**src/rtl/fetch_pkg.sv**
```systemverilog
`default_nettype none
// ============================================================================
//  Module   : fetch_pkg
//  Brief    : Shared fetch-controller types and constants.
//  Revision : 1.0
// ============================================================================
package fetch_pkg;

    typedef enum logic [1:0] {
        ST_IDLE   = 2'd0,
        ST_FETCH  = 2'd1,
        ST_HALTED = 2'd2
    } fetch_state_t;

    localparam int unsigned c_fifo_depth = 2;
    localparam logic [63:0] c_pc_incr    = 64'd4;

endpackage
`default_nettype wire

```
**src/rtl/fetch_fifo.sv**
```systemverilog
`default_nettype none
// ============================================================================
//  Module   : fetch_fifo
//  Brief    : Small {pc, instr} FIFO between the fetch engine and decode.
//  Revision : 1.0
// ============================================================================
module fetch_fifo
    import fetch_pkg::*;
(
    input  logic        clk,
    input  logic        reset,
    input  logic        push,
    input  logic [63:0] push_pc,
    input  logic [31:0] push_instr,
    input  logic        pop,
    input  logic        flush,
    output logic        full,
    output logic        empty,
    output logic [63:0] head_pc,
    output logic [31:0] head_instr
);

    localparam int PTR_W = $clog2(c_fifo_depth);
    localparam int CNT_W = PTR_W + 1;

    logic [63:0]      r_pc_mem    [c_fifo_depth];
    logic [31:0]      r_instr_mem [c_fifo_depth];
    logic [PTR_W-1:0] r_wr_ptr;
    logic [PTR_W-1:0] r_rd_ptr;
    logic [CNT_W-1:0] r_count;
    logic             w_do_push;
    logic             w_do_pop;

    assign full       = (r_count == CNT_W'(c_fifo_depth));
    assign empty      = (r_count == '0);
    assign w_do_pop   = pop && !empty;
    assign w_do_push  = push && (!full || w_do_pop);
    assign head_pc    = r_pc_mem[r_rd_ptr];
    assign head_instr = r_instr_mem[r_rd_ptr];

    always_ff @(posedge clk) begin
        if (reset) begin
            r_wr_ptr <= '0;
            r_rd_ptr <= '0;
            r_count  <= '0;
            for (int i = 0; i < c_fifo_depth; i++) begin
                r_pc_mem[i]    <= '0;
                r_instr_mem[i] <= '0;
            end
        end else if (flush) begin
            r_wr_ptr <= '0;
            r_rd_ptr <= '0;
            r_count  <= '0;
        end else begin
            if (w_do_push) begin
                r_pc_mem[r_wr_ptr]    <= push_pc;
                r_instr_mem[r_wr_ptr] <= push_instr;
                r_wr_ptr              <= r_wr_ptr + 1'b1;
            end
            if (w_do_pop) begin
                r_rd_ptr <= r_rd_ptr + 1'b1;
            end
            case ({w_do_push, w_do_pop})
                2'b10:   r_count <= r_count + 1'b1;
                2'b01:   r_count <= r_count - 1'b1;
                default: r_count <= r_count;
            endcase
        end
    end

endmodule
`default_nettype wire

```
**src/rtl/instr_fetch_ctrl.sv**
```systemverilog
`default_nettype none
// ============================================================================
//  Module   : instr_fetch_ctrl
//  Brief    : Instruction fetch controller with redirect, halt and 2-deep queue.
//  Revision : 1.0
// ============================================================================
module instr_fetch_ctrl
    import fetch_pkg::*;
#(
    parameter logic [63:0] RESET_PC = 64'h0,
    parameter int          IM_AW    = 5
) (
    input  logic             clk,
    input  logic             reset,
    input  logic             start,
    input  logic             halt_req,
    input  logic             br_taken,
    input  logic [63:0]      br_target,
    output logic             im_req,
    output logic [IM_AW-1:0] im_addr,
    input  logic [31:0]      im_rdata,
    output logic             if_valid,
    input  logic             if_ready,
    output logic [63:0]      if_pc,
    output logic [31:0]      if_instr,
    output logic             misalign
);

    fetch_state_t r_state;
    fetch_state_t w_state_next;

    logic [63:0] r_pc;
    logic        r_inflight;
    logic [63:0] r_inflight_pc;
    logic        r_misalign;

    logic        w_full;
    logic        w_empty;
    logic [63:0] w_head_pc;
    logic [31:0] w_head_instr;
    logic        w_pop;
    logic        w_push;
    logic [1:0]  w_occ;
    logic [2:0]  w_used;
    logic        w_issue;

    assign w_occ  = w_full ? 2'd2 : (w_empty ? 2'd0 : 2'd1);
    assign w_pop  = !w_empty && if_ready;
    // A redirect discards the response arriving this cycle.
    assign w_push = r_inflight && !br_taken;

    // A dequeue in the same cycle frees a slot, allowing one fetch per cycle.
    assign w_used = {1'b0, w_occ} + {2'b00, r_inflight} - {2'b00, w_pop};

    always_comb begin
        w_state_next = r_state;
        w_issue      = 1'b0;
        case (r_state)
            ST_IDLE: begin
                if (start) begin
                    w_state_next = halt_req ? ST_HALTED : ST_FETCH;
                end
            end
            ST_FETCH: begin
                if (halt_req) begin
                    w_state_next = ST_HALTED;
                end else if (!br_taken && (w_used < 3'(c_fifo_depth))) begin
                    w_issue = 1'b1;
                end
            end
            ST_HALTED: begin
                if (start && !halt_req) begin
                    w_state_next = ST_FETCH;
                end
            end
            default: w_state_next = ST_IDLE;
        endcase
    end

    always_ff @(posedge clk) begin
        if (reset) begin
            r_state       <= ST_IDLE;
            r_pc          <= RESET_PC;
            r_inflight    <= 1'b0;
            r_inflight_pc <= '0;
            r_misalign    <= 1'b0;
        end else begin
            r_state    <= w_state_next;
            r_inflight <= w_issue;
            r_misalign <= br_taken && (br_target[1:0] != 2'b00);
            if (w_issue) begin
                r_inflight_pc <= r_pc;
            end
            if (br_taken) begin
                r_pc <= {br_target[63:2], 2'b00};
            end else if (w_issue) begin
                r_pc <= r_pc + c_pc_incr;
            end
        end
    end

    fetch_fifo u_fifo (
        .clk        (clk),
        .reset      (reset),
        .push       (w_push),
        .push_pc    (r_inflight_pc),
        .push_instr (im_rdata),
        .pop        (w_pop),
        .flush      (br_taken),
        .full       (w_full),
        .empty      (w_empty),
        .head_pc    (w_head_pc),
        .head_instr (w_head_instr)
    );

    assign im_req   = w_issue;
    assign im_addr  = r_pc[IM_AW+1:2];
    assign if_valid = !w_empty;
    assign if_pc    = w_empty ? 64'd0 : w_head_pc;
    assign if_instr = w_empty ? 32'd0 : w_head_instr;
    assign misalign = r_misalign;

endmodule
`default_nettype wire

```
**config.mk**
```make
export PLATFORM = sky130hd
export DESIGN_NAME = instr_fetch_ctrl
export DESIGN_NICKNAME = d
export VERILOG_FILES = /design/src/rtl/fetch_pkg.sv /design/src/rtl/fetch_fifo.sv /design/src/rtl/instr_fetch_ctrl.sv
export SDC_FILE = /design/constraint.sdc
export NUM_CORES = 1
export LEC_CHECK = 0
export BUFFER_PORTS_ARGS = -buffer_cell sky130_fd_sc_hd__buf_2
export CORE_ASPECT_RATIO = 0.5
export CORE_MARGIN = 3
export CORE_UTILIZATION = 63
export DETAILED_ROUTE_END_ITERATION = 10
export HOLD_SLACK_MARGIN = 0.08
export PLACE_DENSITY = 0.86
export SLEW_MARGIN = 20
export SYNTH_ARGS = -nofsm -noshare
export SYNTH_HDL_FRONTEND = slang
export SYNTH_HIERARCHICAL = 1
export SYNTH_SLANG_ARGS = --single-unit
```
**constraint.sdc**
```tcl
create_clock -name clk -period 7 [get_ports clk]
set_input_delay 0.7 -clock clk [delete_from_list [all_inputs] [get_ports clk]]
set_output_delay 0.7 -clock clk [all_outputs]
set_load 0.02 [all_outputs]
```
* Yosys cells after proc, flatten, opt, wreduce, memory -nomap -nowiden
Memories as Yosys holds them, arrays and structs flattened. A register that Yosys moved wholly into a read port is not among the register bits.
Index checks and enable logic that the tools add are counted.
** Word-level totals
- Register bits :: 136
- Memories :: 2
- Output and inout bits :: 104
- Word-level logic and storage cells :: 79
- Bits in writable memories :: 192
** Cells by class
- Reductions and logical operators :: 21
- $add $sub $neg :: 7
- Muxes and demuxes :: 31
- Equality and inequality tests :: 8
- $lt $le $gt $ge :: 1
** Memory list
- u_fifo.r_pc_mem :: depth 2, bits a word 64, rd ports 1, clocked after Yosys merged registers in 1, write ports 2, line fetch_fifo.sv:26 : logic [63:0] r_pc_mem [c_fifo_depth];
- u_fifo.r_instr_mem :: depth 2, bits a word 32, rd ports 1, clocked after Yosys merged registers in 1, write ports 2, line fetch_fifo.sv:27 : logic [31:0] r_instr_mem [c_fifo_depth];
** Operators by type and width (count)
- two-way mux 64 bit :: 4
- adder 64 x 3 -> 64 bit (second input constant) :: 1
- two-way mux 32 bit :: 2
- OR reduction 64 bit :: 1
- OR reduction 32 bit :: 1
- two-way mux 1 bit :: 18
- two-way mux 2 bit :: 5
- logical AND 1 bit :: 7
- == test 2 bit (second input constant) :: 3
- != test 2 bit (second input constant) :: 3
- case mux 2 bit (3 select lines) :: 1
- nonzero test 2 bit :: 3
- == test 2 x 1 -> 1 bit (second input constant) :: 2
- zero test 1 bit :: 4
- zero test 2 bit :: 2
- case mux 2 bit (2 select lines) :: 1
- adder 2 x 1 -> 3 bit :: 1
- < comparator 3 x 2 -> 1 bit (second input constant) :: 1
- AND reduction 3 bit :: 1
- subtractor 3 x 1 -> 3 bit :: 1
- adder 1 bit (second input constant) :: 2
- adder 2 x 1 -> 2 bit (second input constant) :: 1
- OR reduction 2 bit :: 1
- subtractor 2 x 1 -> 2 bit (second input constant) :: 1
- logical OR 1 bit :: 1

* Longest topological paths before layout
Gate-level depths: netlist (run 1).
- Depth after elaboration :: 12
- Mapped depth :: 18

* By module
The synthesis (run 1) kept the hierarchy.
** By module, submodules not included
- fetch_fifo :: times used 1, area each 8587.0 µm², cells each 545, seq. area each 5865.6 µm²
- instr_fetch_ctrl :: times used 1, area each 7178.1 µm², cells each 975, seq. area each 2562.5 µm²

* Worst setup path before layout (run 1)
No wires, ideal clock.
- Path kind :: register to output
- Start :: register u_fifo.r_count[0]
- End :: output port im_req
- Path slack :: 2.660 ns
- Stages on the path, launching flop included :: 15
- Required time :: 6.300 ns
- Arrival :: 3.640 ns
- Path buffers :: 6
- Path through :: dfxtp_1 nor2_1 clkbuf_1 clkbuf_1 nor2b_1 ha_1 nand2b_1 fa_1 nand4bb_1 clkbuf_1 or3_1 clkbuf_1 inv_1 buf_2 buf_1
** RTL lines
- start: declaration :: line fetch_fifo.sv:30 : logic [CNT_W-1:0] r_count;
- start signal: assignment :: line fetch_fifo.sv:64 : 2'b10: r_count <= r_count + 1'b1;
- start signal: assignment :: line fetch_fifo.sv:65 : 2'b01: r_count <= r_count - 1'b1;
- start signal: assignment :: line fetch_fifo.sv:66 : default: r_count <= r_count;
- zero test 2 bit :: line fetch_fifo.sv:35 : assign empty = (r_count == '0);
- net w_empty :: line instr_fetch_ctrl.sv:38 : logic w_empty;
- zero test 1 bit :: line instr_fetch_ctrl.sv:48 : assign w_pop = !w_empty && if_ready;
- logical AND 1 bit :: line instr_fetch_ctrl.sv:48
- net w_pop :: line instr_fetch_ctrl.sv:41 : logic w_pop;
- subtractor 3 x 1 -> 3 bit :: line instr_fetch_ctrl.sv:53 : assign w_used = {1'b0, w_occ} + {2'b00, r_inflight} - {2'b00, w_pop};
- < comparator 3 x 2 -> 1 bit :: line instr_fetch_ctrl.sv:67 : end else if (!br_taken && (w_used < 3'(c_fifo_depth))) begin
- logical AND 1 bit :: line instr_fetch_ctrl.sv:67
- two-way mux 1 bit :: line instr_fetch_ctrl.sv:67
- two-way mux 1 bit :: line instr_fetch_ctrl.sv:65 : if (halt_req) begin
- two-way mux 1 bit :: line instr_fetch_ctrl.sv:58 : case (r_state)
- end: declaration :: line instr_fetch_ctrl.sv:19 : output logic im_req,
The timed path passes the listed nets, and every way through them passes these cells.

* Final worst setup path (run 1)
- Start :: register u_fifo.r_count[0]
- End :: output port im_req
** On the way
- Word-level cells in the longest chain between the ends :: 10
** RTL lines
- zero test 2 bit (*) :: line fetch_fifo.sv:35
- net w_empty :: line instr_fetch_ctrl.sv:38
- two-way mux 1 bit :: line instr_fetch_ctrl.sv:47 : assign w_occ = w_full ? 2'd2 : (w_empty ? 2'd0 : 2'd1);
- two-way mux 2 bit :: line instr_fetch_ctrl.sv:47
- adder 2 x 1 -> 3 bit :: line instr_fetch_ctrl.sv:53
- subtractor 3 x 1 -> 3 bit (*) :: line instr_fetch_ctrl.sv:53
- < comparator 3 x 2 -> 1 bit (*) :: line instr_fetch_ctrl.sv:67
- logical AND 1 bit (*) :: line instr_fetch_ctrl.sv:67
- two-way mux 1 bit (*) :: line instr_fetch_ctrl.sv:67
- two-way mux 1 bit (*) :: line instr_fetch_ctrl.sv:65
- two-way mux 1 bit (*) :: line instr_fetch_ctrl.sv:58
Mark *: on every way through the listed nets, which the timed path passes. The rest lies on a longest branch.

==> results.md, run 1 <==
* CTS H-tree lvls at 1
* Hold endpoint: r_state[0]
* DRT antenna net count at 0
* Post-route minimum period at 5.55 ns
* Clock Path Buffers at 3
* First-pass GRT wire length at ~65 mm
* Reg2reg start: u_fifo/r_count[0]
* Critical path peak fanout at 56
* Pin count of the biggest net entering global routing at between 90 and 100
* Final Hold Fails at 0
* Sequential element share of the synthesized area at 0.535
* Primary FF master, synth: edfxtp_1
* Reg2Reg Setup Slack at around 1.8 ns
* Yosys reg bits at about 330
* Die H at approximately 120 µm
* CTS Hold Buffers Added at 0
* CTS tree: built
* Final Max Slew Viols at 0
* Remaining design rule violation count at 0
* Setup Fix Bufs, Post-CTS at 0
* RR Endpoint: r_pc[20]
* Crit path kind: flop to output port
* Vias at approximately 13k
* Core Region at 24,300 µm²
* Largest family of logic cells by synthesized area: simple AND/OR/NAND/NOR gates
* Layout area overhead at 13.0%
* Chip width at 230 µm
* Root buffer cell: clkbuf_16
* Reg2reg path depth at 13
* DP HPWL at between 20 and 30 mm
* Final setup TNS at 0 ns
* Clock transition at path regs at approximately 0.070 ns
* Core Rows at 40
* Drt initial violations at around 1.9k
* Worst setup startpoint: u_fifo/r_count[0]
* Post-synthesis mux area share at 0.0733
* Gr usage total at 0.299
* Fmax at 180 MHz
* Status: finished, final reports clean
* Total wire length at 41.9 mm
* Internal Power at roughly 3.1 mW
* Die area at roughly 27,000 µm²
* Critical Path RT at roughly 6.3 ns
* Nets at 1,762
* RSZ-0062 raised after global routing: no
* Reg power frac at 0.532
* Syn Area/Cell at a little over 10 µm²
* Synth warnings at 6
* Avg WL per Cell at between 20 and 25 µm
* Clock latency on the worst-skew pair at 0.56 ns
* Max-Cap Viols at 0
* Synthesized cell area at 15,800 µm²
* Boundary Pins at approximately 210
* Synth Area in Simple Gates at 0.256
* Net Sw Frac at 0.221
* Startpoint types: flop
* Number of global-route vias before repair at around 12k
* Drt pass-1 iters at 8
* Arrival @ worst endpoint at 4.85 ns
* Fin Clk Skew at 0.0164 ns
* Ys async rst share at 0
* EDFF count, synth at ~190
* Compound-Gate Fraction of Synth Area at 0.0915
* Port Buf Inserts at 205
* Clock Sink Count at around 330
* Vias per cell at approximately 6.2
* Slew Limit Headroom at 0.290
* CP Capture Type: output port
* XOR/XNOR Fraction of Synth Area at 0.00278
* Final GP Congestion at between 0.9 and 1
* Worst Max-Slew Pin Slew at 1.06 ns
* Setup violators final at 0
* Hold path startpoint: halt_req
* Post-synthesis adder-cell area fraction at 0.00286
* P_sw at ~0.9 mW
* Post-route clock period utilization at 0.793
* Share of layout cells above drive strength 1 at 0.243
* Pwr dens at 225 nW/µm²
* # resized after CTS at 0
* Worst vdd ir at between 0.00015 and 0.0002 V
* Mapped Cells at around 1.5k
* Cell variety after synth at about 70
* LEAKAGE at approximately 6.7 nW
* Grt ovf at 0
* Worst setup margin at approximately 1.4 ns
* Initial Util at 0.649
* Hold WS at around 0.34 ns
* TritonCTS Buffers at 29
* Hold WC Path Type: input port to flop
* Hold Path Cell Cnt at 2
* Initial antenna violation count at 0
* Worst slack, placed at 1.88 ns
* Clock power frac at 0.422
* Gate power share at 0.046
==> cells in the final DEF, fill, tap and decap left out, types with 15 or more instances in the layout <==
cell type | netlist | layout
buf_2 | 15 | 204
nand2_1 | 193 | 193
edfxtp_1 | 192 | 192
and2_1 | 191 | 191
dfxtp_1 | 133 | 132
nor2b_1 | 100 | 100
mux2_2 | 100 | 100
a21oi_1 | 99 | 99
a31oi_1 | 49 | 49
nand3_1 | 41 | 41
clkbuf_16 | 0 | 29
nor2_1 | 30 | 28
o21ai_0 | 25 | 25
nand4_1 | 23 | 23
nor3_1 | 23 | 23
and2_4 | 19 | 19
buf_4 | 6 | 18
nor4_1 | 17 | 17
o211ai_1 | 15 | 15
and3_1 | 15 | 15
==> cells by family (layout without fill, tap and decap cells) <==
logic type,count (synthesis),after routing
and+or+nand+nor,718,718
DFF,325,325
AOI/OAI and AO/OA,236,236
buffers and inverters,129,286
muxes,103,103
xor gates and xnor gates,5,5
adders and majority gates,3,3
other,1,5
==> state kept, by name, summed over array words and instances, names as in the netlist, 2 cells and up, named ones only <==
signal,count
u_fifo/r_pc_mem,128
u_fifo/r_instr_mem,64
r_inflight_pc,62
r_pc,62
r_state,2
u_fifo/r_count,2
==> critical path, stage by stage, from the launching register on <==
cell	delay [ns]
dfxtp_1	0.55
nor2_4	0.05
buf_4	0.29
or2_2	0.36
ha_1	0.30
nand2b_1	0.17
fa_1	0.50
nand4bb_1	0.30
or3_4	0.69
inv_2	0.76
buf_2	0.31
==> final cells by class <==
| cell class | count | area [µm²] |
|---|---|---|
| Clock inverter | 19 | 236 |
| Inverter | 10 | 37.5 |
| Clock buffer | 35 | 768 |
| Antenna cell | 1 | 2.50 |
| Tap cell | 336 | 420 |
| Fill cell | 1696 | 6460 |
| Timing Repair Buffer | 222 | 1160 |
| Sequential cell | 325 | 8430 |
| Multi-Input combinational cell | 1069 | 6760 |
==> layer usage <==
layer	up-vias	track usage	routed length [µm]
met5	-	0	0
met1	6101	0.458	18300
met4	0	0.0537	668
li1	5692	-	-
met2	659	0.457	18800
met3	59	0.0476	4080
==> stage by stage <==
stage	util	std cells	total power, mW	cell area, µm²
6_report	0.734	2017	4.01	17800
5_1_grt	0.734	2016	4.12	17800
4_1_cts	0.734	2016	4.02	17800
3_5_place_dp	0.693	1962	2.35	16800
3_3_place_gp	0.692	1962	2.34	16800
2_1_floorplan	-	1523	2.27	15800
==> power groups by stage <==
stage,Combinational [mW],Clock [mW],Sequential [mW]
after floorplan,0.119,0,2.15
final,0.183,1.69,2.13
after global routing,0.199,1.79,2.14
after global placement,0.176,0,2.17
after detailed placement,0.180,0,2.17
after CTS,0.181,1.71,2.13
==> cell usage after synthesis (10+ instances only) <==
library cell    n  share of area
a21oi_1        99          0.031
a31oi_1        49          0.019
and2_1        191          0.076
and2_4         19          0.011
and3_1         15         0.0060
and4_1         10         0.0056
buf_1          12         0.0029
buf_2          15         0.0048
clkbuf_1       75          0.018
dfxtp_1       133           0.17
edfxtp_1      192           0.37
inv_1          10         0.0024
mux2_2        100          0.071
nand2_1       193          0.046
nand3_1        41          0.013
nand4_1        23         0.0091
nor2_1         30         0.0071
nor2b_1       100          0.040
nor3_1         23         0.0073
nor4_1         17         0.0067
o211ai_1       15         0.0071
o21ai_0        25         0.0079
or3_1          14         0.0056
or4_1          11         0.0052
==> worst max path at each step <==
stage	endpoint	depth (start not counted)
finish	im_req	10
detailed placement	r_pc[20]	12
global placement	r_pc[17]	11
global route	im_req	10
floorplan	im_req	14
CTS	im_req	10
No activity file was read; power rests on OpenSTA's default activity.
==> inputs of run 2 (changes only) <==
--- a/config.mk
+++ b/config.mk
@@ -5,13 +5,14 @@
 export SDC_FILE = /design/constraint.sdc
 export NUM_CORES = 1
 export LEC_CHECK = 0
+export ABC_AREA = 1
 export BUFFER_PORTS_ARGS = -buffer_cell sky130_fd_sc_hd__buf_2
 export CORE_ASPECT_RATIO = 0.5
 export CORE_MARGIN = 3
-export CORE_UTILIZATION = 63
+export CORE_UTILIZATION = 53
 export DETAILED_ROUTE_END_ITERATION = 10
 export HOLD_SLACK_MARGIN = 0.08
-export PLACE_DENSITY = 0.86
+export PLACE_DENSITY = 0.77
 export SLEW_MARGIN = 20
 export SYNTH_ARGS = -nofsm -noshare
 export SYNTH_HDL_FRONTEND = slang
==> constraint.sdc (replaced) <==
create_clock -name clk -period 4.6 [get_ports clk]
set_input_delay 0.46 -clock clk [delete_from_list [all_inputs] [get_ports clk]]
set_output_delay 0.46 -clock clk [all_outputs]
set_load 0.02 [all_outputs]
==> run 2 against run 1 <==
  * Combinational power increased by 100%
  * Synthesized area increased by 6.4%
  * First-iteration DRC count decreased by 28%
  * Critical path type unchanged
  * Critical endpoint unchanged
  * Highest routed layer is now met5
==> results.md, run 2 <==
* Number of flip-flops in the largest register at 128 (unchanged)
* Pin count of the biggest net entering global routing at 98 (unchanged)
* WL met1 at 19.9 mm (was 18.3 mm)
* Number of global-route vias before repair at 12.6k (was 11.8k)
* Port Buf Inserts at 205 (unchanged)
* Inst Count DP at 2,582 (was 1,962)
* Primary FF master, synth: edfxtp_1 (unchanged)
* Cell variety after synth at 44 (was 69)
* Core Rows at 45 (was 40)
* Worst slack, placed at 0.731 ns (was 1.88 ns)
* DP HPWL at 30.9 mm (was 27.0 mm)
* Slew Limit Headroom at 0.257 (was 0.290)
* CTS H-tree lvls at 1 (unchanged)
* Die area at 33,900 µm² (was 27,100 µm²)
* EDFF count, synth at 192 (unchanged)
* TritonCTS Buffers at 29 (unchanged)
* Clock transition at path regs at 0.07 ns (about the same)
* Total wire length at 44.0 mm (was 41.9 mm)
* Yosys reg bits at 325 (unchanged)
* Crit path buf inv count at 4 (was 3)
* CP Capture Type: output port (unchanged)
* CP cell instances: inv_2 > nand2_1 > clkinv_2 > nor2_1 > ha_1 > or2_2 > fa_1 > nand2_1 > nor2_2 > nand2_4 > inv_6 > buf_2 (was nor2_4 > buf_4 > or2_2 > ha_1 > nand2b_1 > fa_1 > nand4bb_1 > or3_4 > inv_2 > buf_2)
* Commonest non-fill, non-tap cell in the layout: nor2_1 (was buf_2)
* Post-route clock period utilization at 0.925
* Top post-synthesis cells by count: nor2_1, inv_1, nand2_1, edfxtp_1, dfxtp_1 (was nand2_1, edfxtp_1, and2_1, dfxtp_1)
* Pwr dens at 324 nW/µm² (was 225 nW/µm²)
* Largest area contributor in the netlist: edfxtp_1 (unchanged)
* RSZ-0062 raised after global routing: no (unchanged)
* Avg WL per Cell at 16.7 µm (was 20.8 µm)
* Initial antenna violation count at 1 (was 0)
* Hold WC Path Type: input port to flop (unchanged)
* LEAKAGE at 7.77 nW (was 6.67 nW)
* CTS tree: built (unchanged)
* Initial Util at 0.546 (was 0.649)
* Commonest non-fill, non-tap cells in the layout: nor2_1, inv_1, nand2_1 (was buf_2, nand2_1, edfxtp_1)
* Clock Sink Count at 325 (unchanged)
* CTS Hold Buffers Added at 0 (unchanged)
* First-pass GRT wire length at 68.7 mm (was 65.0 mm)
* Sequential element share of the synthesized area at 0.502 (was 0.535)
* Gr usage total at 0.254 (was 0.299)
* Synthesized cell area at 16,800 µm² (was 15,800 µm²)
* Worst setup margin at 0.347 ns (was 1.45 ns)
* # resized after CTS at 0 (unchanged)
* Arrival @ worst endpoint at 3.79 ns (was 4.85 ns)
* Drt pass-1 iters at 5 (was 8)
* Status: finished, final reports clean (unchanged)
* Top flop regs: u_fifo/r_pc_mem: 128 flops, u_fifo/r_instr_mem: 64 flops (unchanged)
* Fin Clk Skew at 0.0128 ns (was 0.0164 ns)
* Final Max Slew Viols at 0 (unchanged)
* Fmax at about 240 MHz
* Most frequent cell after synthesis: nor2_1 (was nand2_1)
* Mapped Cells at 2,030 (was 1,520)
* Worst vdd ir at 0.000252 V (was 0.000190 V)
* Grt ovf at 0 (unchanged)
* Die H at 132 µm (was 118 µm)
* Fill count at 2,676 (was 1,696)
* Most frequent CP cell: nand2_1
* Clock Path Buffers at 3 (unchanged)
* Synth area leaders: edfxtp_1, dfxtp_1, nor2_1 (was edfxtp_1, dfxtp_1, and2_1)
* Most flop-heavy register: u_fifo/r_pc_mem (unchanged)
* Remaining design rule violation count at 0 (unchanged)
* Startpoint types: flop (unchanged)
* WL met2 at 19.9 mm (was 18.8 mm)
* Clock latency on the worst-skew pair at 0.57 ns (was 0.56 ns)
* Nets at 2,296 (was 1,762)
* Layout area overhead at 13.3% (was 13.0%)
* Vias at 13.6k (was 12.5k)
* Hold WS at 0.112 ns (was 0.339 ns)
* Share of layout cells above drive strength 1 at 0.201 (was 0.243)
* Ys async rst share at 0 (unchanged)
* Final cell count without fillers at 2,637 (was 2,017)
* Boundary Pins at 206 (unchanged)
* Final Hold Fails at 0 (unchanged)
* Critical path peak fanout at 43 (was 56)
* Chip width at 258 µm (was 230 µm)
* Final setup TNS at 0 ns (unchanged)
* Antenna cells at 0 (was 1)
* Drt initial violations at 1,376 (was 1,906)
* Final GP Congestion at 0.967 (was 0.930)
* Root buffer cell: clkbuf_16 (unchanged)
* Setup violators final at 0 (unchanged)
* Setup Fix Bufs, Post-CTS at 0 (unchanged)
* Synth warnings at 6 (unchanged)
* Vias per cell at 5.16 (was 6.20)
* CP max-delay cell: fa_1 (was inv_2)
* Post-synth top area share at 0.344 (was 0.366)
* Core Region at 30,700 µm² (was 24,300 µm²)
* DRT antenna net count at 0 (unchanged)
* Top sig layer: met5 (was met4)
* Critical Path RT at 4.14 ns (was 6.30 ns)
* Crit path kind: flop to output port (unchanged)
* Worst Max-Slew Pin Slew at 1.11 ns (was 1.06 ns)
* Max-Cap Viols at 0 (unchanged)
* Post-route minimum period at between 4 and 5 ns
* Metal3 WL at 3.22 mm (was 4.08 mm)
* Crit-path max cell delay at 0.48 ns (was 0.76 ns)
* Syn Area/Cell at 8.26 µm² (was 10.4 µm²)
* Largest delay contributor family on the critical path: simple AND/OR/NAND/NOR gates (unchanged)
==> run 2: logic make-up (layout without fill, tap and decap cells) <==
family                   after synthesis  in the layout  synth area share
adder cells (fa/ha/maj)                3              3           0.00269
XOR/XNOR                              21             21            0.0110
multiplexers                          96             96            0.0644
AND/OR/NAND/NOR                      999            999             0.260
AO/OA/AOI/OAI                        150            150            0.0505
buffers and inverters                435            618             0.108
other                                  1              2          0.000224
flip-flops                           325            325             0.502
==> run 2: path summary, 6_finish.rpt <==
kind / cells past startpoint / endpoint / startpoint / slack (ns)
worst max-delay path: 12 / im_req / u_fifo/r_count[0] / 0.35
worst min-delay path: 2 / r_state[0] / halt_req / 0.11
worst max register to register: 16 / r_pc[34] / u_fifo/r_count[0] / 0.65
worst min register to register: 2 / flop / u_fifo/r_rd_ptr / 0.47
==> run 2: layout make-up <==
type / instances / area (µm²) / share of cell area
clock buffer: 44 / 842 / 0.0443
clock inverter: 10 / 155 / 0.00817
inverter: 340 / 1280 / 0.0675
multi-input combinational: 1271 / 6560 / 0.345
sequential: 325 / 8430 / 0.444
tap: 423 / 529 / 0.0279
timing repair buffer: 224 / 1200 / 0.0632
==> run 2: metrics by stage <==
step	total power, mW	area, µm²	util
2_1_floorplan	3.53	16800	-
3_3_place_gp	3.66	18000	0.585
3_5_place_dp	3.67	18000	0.585
4_1_cts	6.20	19000	0.617
5_1_grt	6.36	19000	0.618
6_report	6.16	19000	0.618
==> run 2: routing by layer <==
layer	track usage	vias to the layer above
li1	-	6703
met2	0.397	480
met5	0	-
met1	0.373	6363
met3	0.0403	64
met4	0.0575	4
==> run 2: worst register-to-register path, stage by stage (launching register included) <==
cell	delay, ns
dfxtp_1	0.41
inv_2	0.08
nand2_1	0.10
clkinv_2	0.18
nor2_1	0.33
ha_1	0.28
or2_2	0.30
fa_1	0.48
nand2_1	0.06
nor2_2	0.12
nand2_4	0.26
nand2_4	0.50
inv_2	0.32
nand2_1	0.15
nand3_1	0.08
nor2_1	0.11
nor2_1	0.05
==> run 2: power by group <==
group | internal [mW] | switching [mW] | total (mW)
registers | 3.17 | 0.0714 | 3.25
logic | 0.131 | 0.236 | 0.367
clock network | 1.45 | 1.10 | 2.55
total | 4.75 | 1.41 | 6.16
==> inputs of run 3 (changes only) <==
--- a/config.mk
+++ b/config.mk
@@ -8,12 +8,12 @@
 export ABC_AREA = 1
 export BUFFER_PORTS_ARGS = -buffer_cell sky130_fd_sc_hd__buf_2
 export CORE_ASPECT_RATIO = 0.5
-export CORE_MARGIN = 3
+export CORE_MARGIN = 1.5
 export CORE_UTILIZATION = 53
 export DETAILED_ROUTE_END_ITERATION = 10
 export HOLD_SLACK_MARGIN = 0.08
 export PLACE_DENSITY = 0.77
-export SLEW_MARGIN = 20
+export SLEW_MARGIN = 5
 export SYNTH_ARGS = -nofsm -noshare
 export SYNTH_HDL_FRONTEND = slang
 export SYNTH_HIERARCHICAL = 1
==> run 3 against run 2 <==
  * Sequential power hardly changed
  * Power up 4.0%
  * Die area decreased by 3.4%
  * Critical path depth decreased by 1
  * Register-to-register slack improved by 0.20 ns
  * Flip-flop and latch count is the same
  * First-iteration DRC count grew 11%
  * Non-clock buffer count fell by 1
  * Maximum frequency is 5.2% higher
  * Critical path type unchanged
==> results.md, run 3 (synthesized netlist as in run 2, its figures left out) <==
* Status: finished, final reports clean (unchanged)
* Max-Cap Viols at 0 (unchanged)
* DP HPWL at 30.4 mm (was 30.9 mm)
* Commonest non-fill, non-tap cell in the layout: nor2_1 (unchanged)
* Fill count at 2,613 (was 2,676)
* Antenna cells at 0 (unchanged)
* Initial Util at 0.546 (unchanged)
* Pwr dens at 335 nW/µm² (was 324 nW/µm²)
* Clock Sink Count at 325 (unchanged)
* Dpl cell area at 18,000 µm² (about the same)
* Share of layout cells above drive strength 1 at 0.204 (was 0.201)
* Hold WC Path Type: input port to flop (unchanged)
* Setup violators final at 0 (unchanged)
* TritonCTS Buffers at 29 (unchanged)
* Tot Pwr at 6.41 mW (was 6.16 mW)
* Fmax at 247 MHz (was 235 MHz)
* Final Max Slew Viols at 0 (unchanged)
* Largest delay contributor family on the critical path: simple AND/OR/NAND/NOR gates (unchanged)
* Worst setup margin at 0.558 ns (was 0.347 ns)
* Setup Fix Bufs, Post-CTS at 0 (unchanged)
* Port Buf Inserts at 205 (unchanged)
* Arrival @ worst endpoint at 3.58 ns (was 3.79 ns)
* Clock Path Buffers at 3 (unchanged)
* Worst vdd ir at 0.000239 V (was 0.000252 V)
* # resized after CTS at 0 (unchanged)
* Fin Clk Skew at 0.0219 ns (was 0.0128 ns)
* Final instance area at 19,100 µm² (was 19,000 µm²)
* CTS Hold Buffers Added at 0 (unchanged)
* Die area at 32,800 µm² (was 33,900 µm²)
* Chip width at 255 µm (was 258 µm)
* Post-route clock period utilization at 0.879 (was 0.925)
* CP cell instances: inv_2 > nand2_1 > inv_2 > nor2_1 > ha_1 > or2_2 > fa_1 > xnor2_1 > nand2_4 > inv_4 > buf_2 (was inv_2 > nand2_1 > clkinv_2 > nor2_1 > ha_1 > or2_2 > fa_1 > nand2_1 > nor2_2 > nand2_4 > inv_6 > buf_2)
* Core Region at 30,700 µm² (unchanged)
* Number of global-route vias before repair at 12.2k (was 12.6k)
* Gr usage total at 0.263 (was 0.254)
* Slew Limit Headroom at 0.480 (was 0.257)
* Core Rows at 45 (unchanged)
* Vias per cell at 5.17 (was 5.16)
* First-pass GRT wire length at 66.3 mm (was 68.7 mm)
* Critical path peak fanout at 27 (was 43)
* Hold WS at 0.111 ns (was 0.112 ns)
* Clock latency on the worst-skew pair at 0.57 ns (about the same)
* CTS H-tree lvls at 1 (unchanged)
* Final GP Congestion at 1.00 (was 0.967)
* LEAKAGE at 7.82 nW (was 7.77 nW)
* Startpoint types: flop (unchanged)
* Remaining design rule violation count at 0 (unchanged)
* Number of flip-flops in the largest register at 128 (unchanged)
* Critical Path RT at 4.14 ns (about the same)
* Root buffer cell: clkbuf_16 (unchanged)
* Most frequent CP cell: inv_2 (was nand2_1)
* Crit path buf inv count at 4 (unchanged)
* Grt ovf at 0 (unchanged)
* Pin count of the biggest net entering global routing at 97 (was 98)
* Crit-path max cell delay at 0.42 ns (was 0.48 ns)
* Vias at 13.6k (about the same)
* Initial antenna violation count at 0 (was 1)
* Final Hold Fails at 0 (unchanged)
* Top flop regs: u_fifo/r_pc_mem: 128 flops, u_fifo/r_instr_mem: 64 flops (unchanged)
* Worst slack, placed at 0.917 ns (was 0.731 ns)
* Avg WL per Cell at 16.6 µm (was 16.7 µm)
* Layout area overhead at 13.9% (was 13.3%)
* CTS tree: built (unchanged)
* RSZ-0062 raised after global routing: no (unchanged)
* Commonest non-fill, non-tap cells in the layout: nor2_1, inv_1, nand2_1 (unchanged)
* Final design utilization at 0.621 (was 0.618)
* Worst Max-Slew Pin Slew at 0.780 ns (was 1.11 ns)
* Drt pass-1 iters at 7 (was 5)
* Total wire length at 43.7 mm (was 44.0 mm)
* DRT antenna net count at 0 (unchanged)
* Crit path kind: flop to output port (unchanged)
* Boundary Pins at 206 (unchanged)
* Reg2Reg Setup Slack at 0.85 ns (was 0.65 ns)
* Die H at 129 µm (was 132 µm)
* Final setup TNS at 0 ns (unchanged)
* Post-route minimum period at 4.04 ns (was 4.25 ns)
* CP Capture Type: output port (unchanged)
* Clock transition at path regs at 0.07 ns (about the same)
* Most flop-heavy register: u_fifo/r_pc_mem (unchanged)
* CP max-delay cell: dfxtp_1 (was fa_1)
* Nets at 2,295 (was 2,296)
* Drt initial violations at 1,534 (was 1,376)
* Final cell count without fillers at 2,636 (was 2,637)
* Inst Count DP at 2,582 (unchanged)
==> run 3: cell count changes in the layout (fill, tap and decap cells not counted), sizes merged <==
cell / previous run / this run
buf: 224 / 223
clkbuf: 44 / 35
bufinv: 3 / 7
clkinvlp: 0 / 2
inv: 341 / 342
clkinv: 6 / 8
==> run 3: final timing paths <==
check,from,endpoint,depth (start not counted)
hold reg to reg,r_inflight_pc[43],r_inflight_pc[43],2
setup reg to reg,u_fifo/r_count[0],r_pc[60],17
setup / recovery,u_fifo/r_count[0],im_req,11
hold / removal,halt_req,r_state[0],2
==> run 3: layout make-up <==
| type | count | area, µm² | area share |
|---|---|---|---|
| tap | 423 | 529 | 0.0277 |
| multi-input combinational | 1271 | 6560 | 0.343 |
| inverter | 340 | 1280 | 0.0670 |
| clock buffer | 35 | 810 | 0.0424 |
| clock inverter | 19 | 293 | 0.0153 |
| timing repair buffer | 223 | 1200 | 0.0628 |
| sequential | 325 | 8430 | 0.441 |
==> run 3: power breakdown <==
part	total, mW	internal, mW	switching, mW
Clock	2.79	1.66	1.13
Sequential	3.25	3.17	0.0734
Combinational	0.370	0.132	0.237
==> run 3: per-layer routing <==
layer | part of all wire | track usage | vias to the layer above
met3 | 0.094 | 0.0575 | 56
met4 | 0.022 | 0.0633 | 0
met1 | 0.44 | 0.368 | 6355
met2 | 0.45 | 0.416 | 541
li1 | - | - | 6688
met5 | 0 | 0 | -
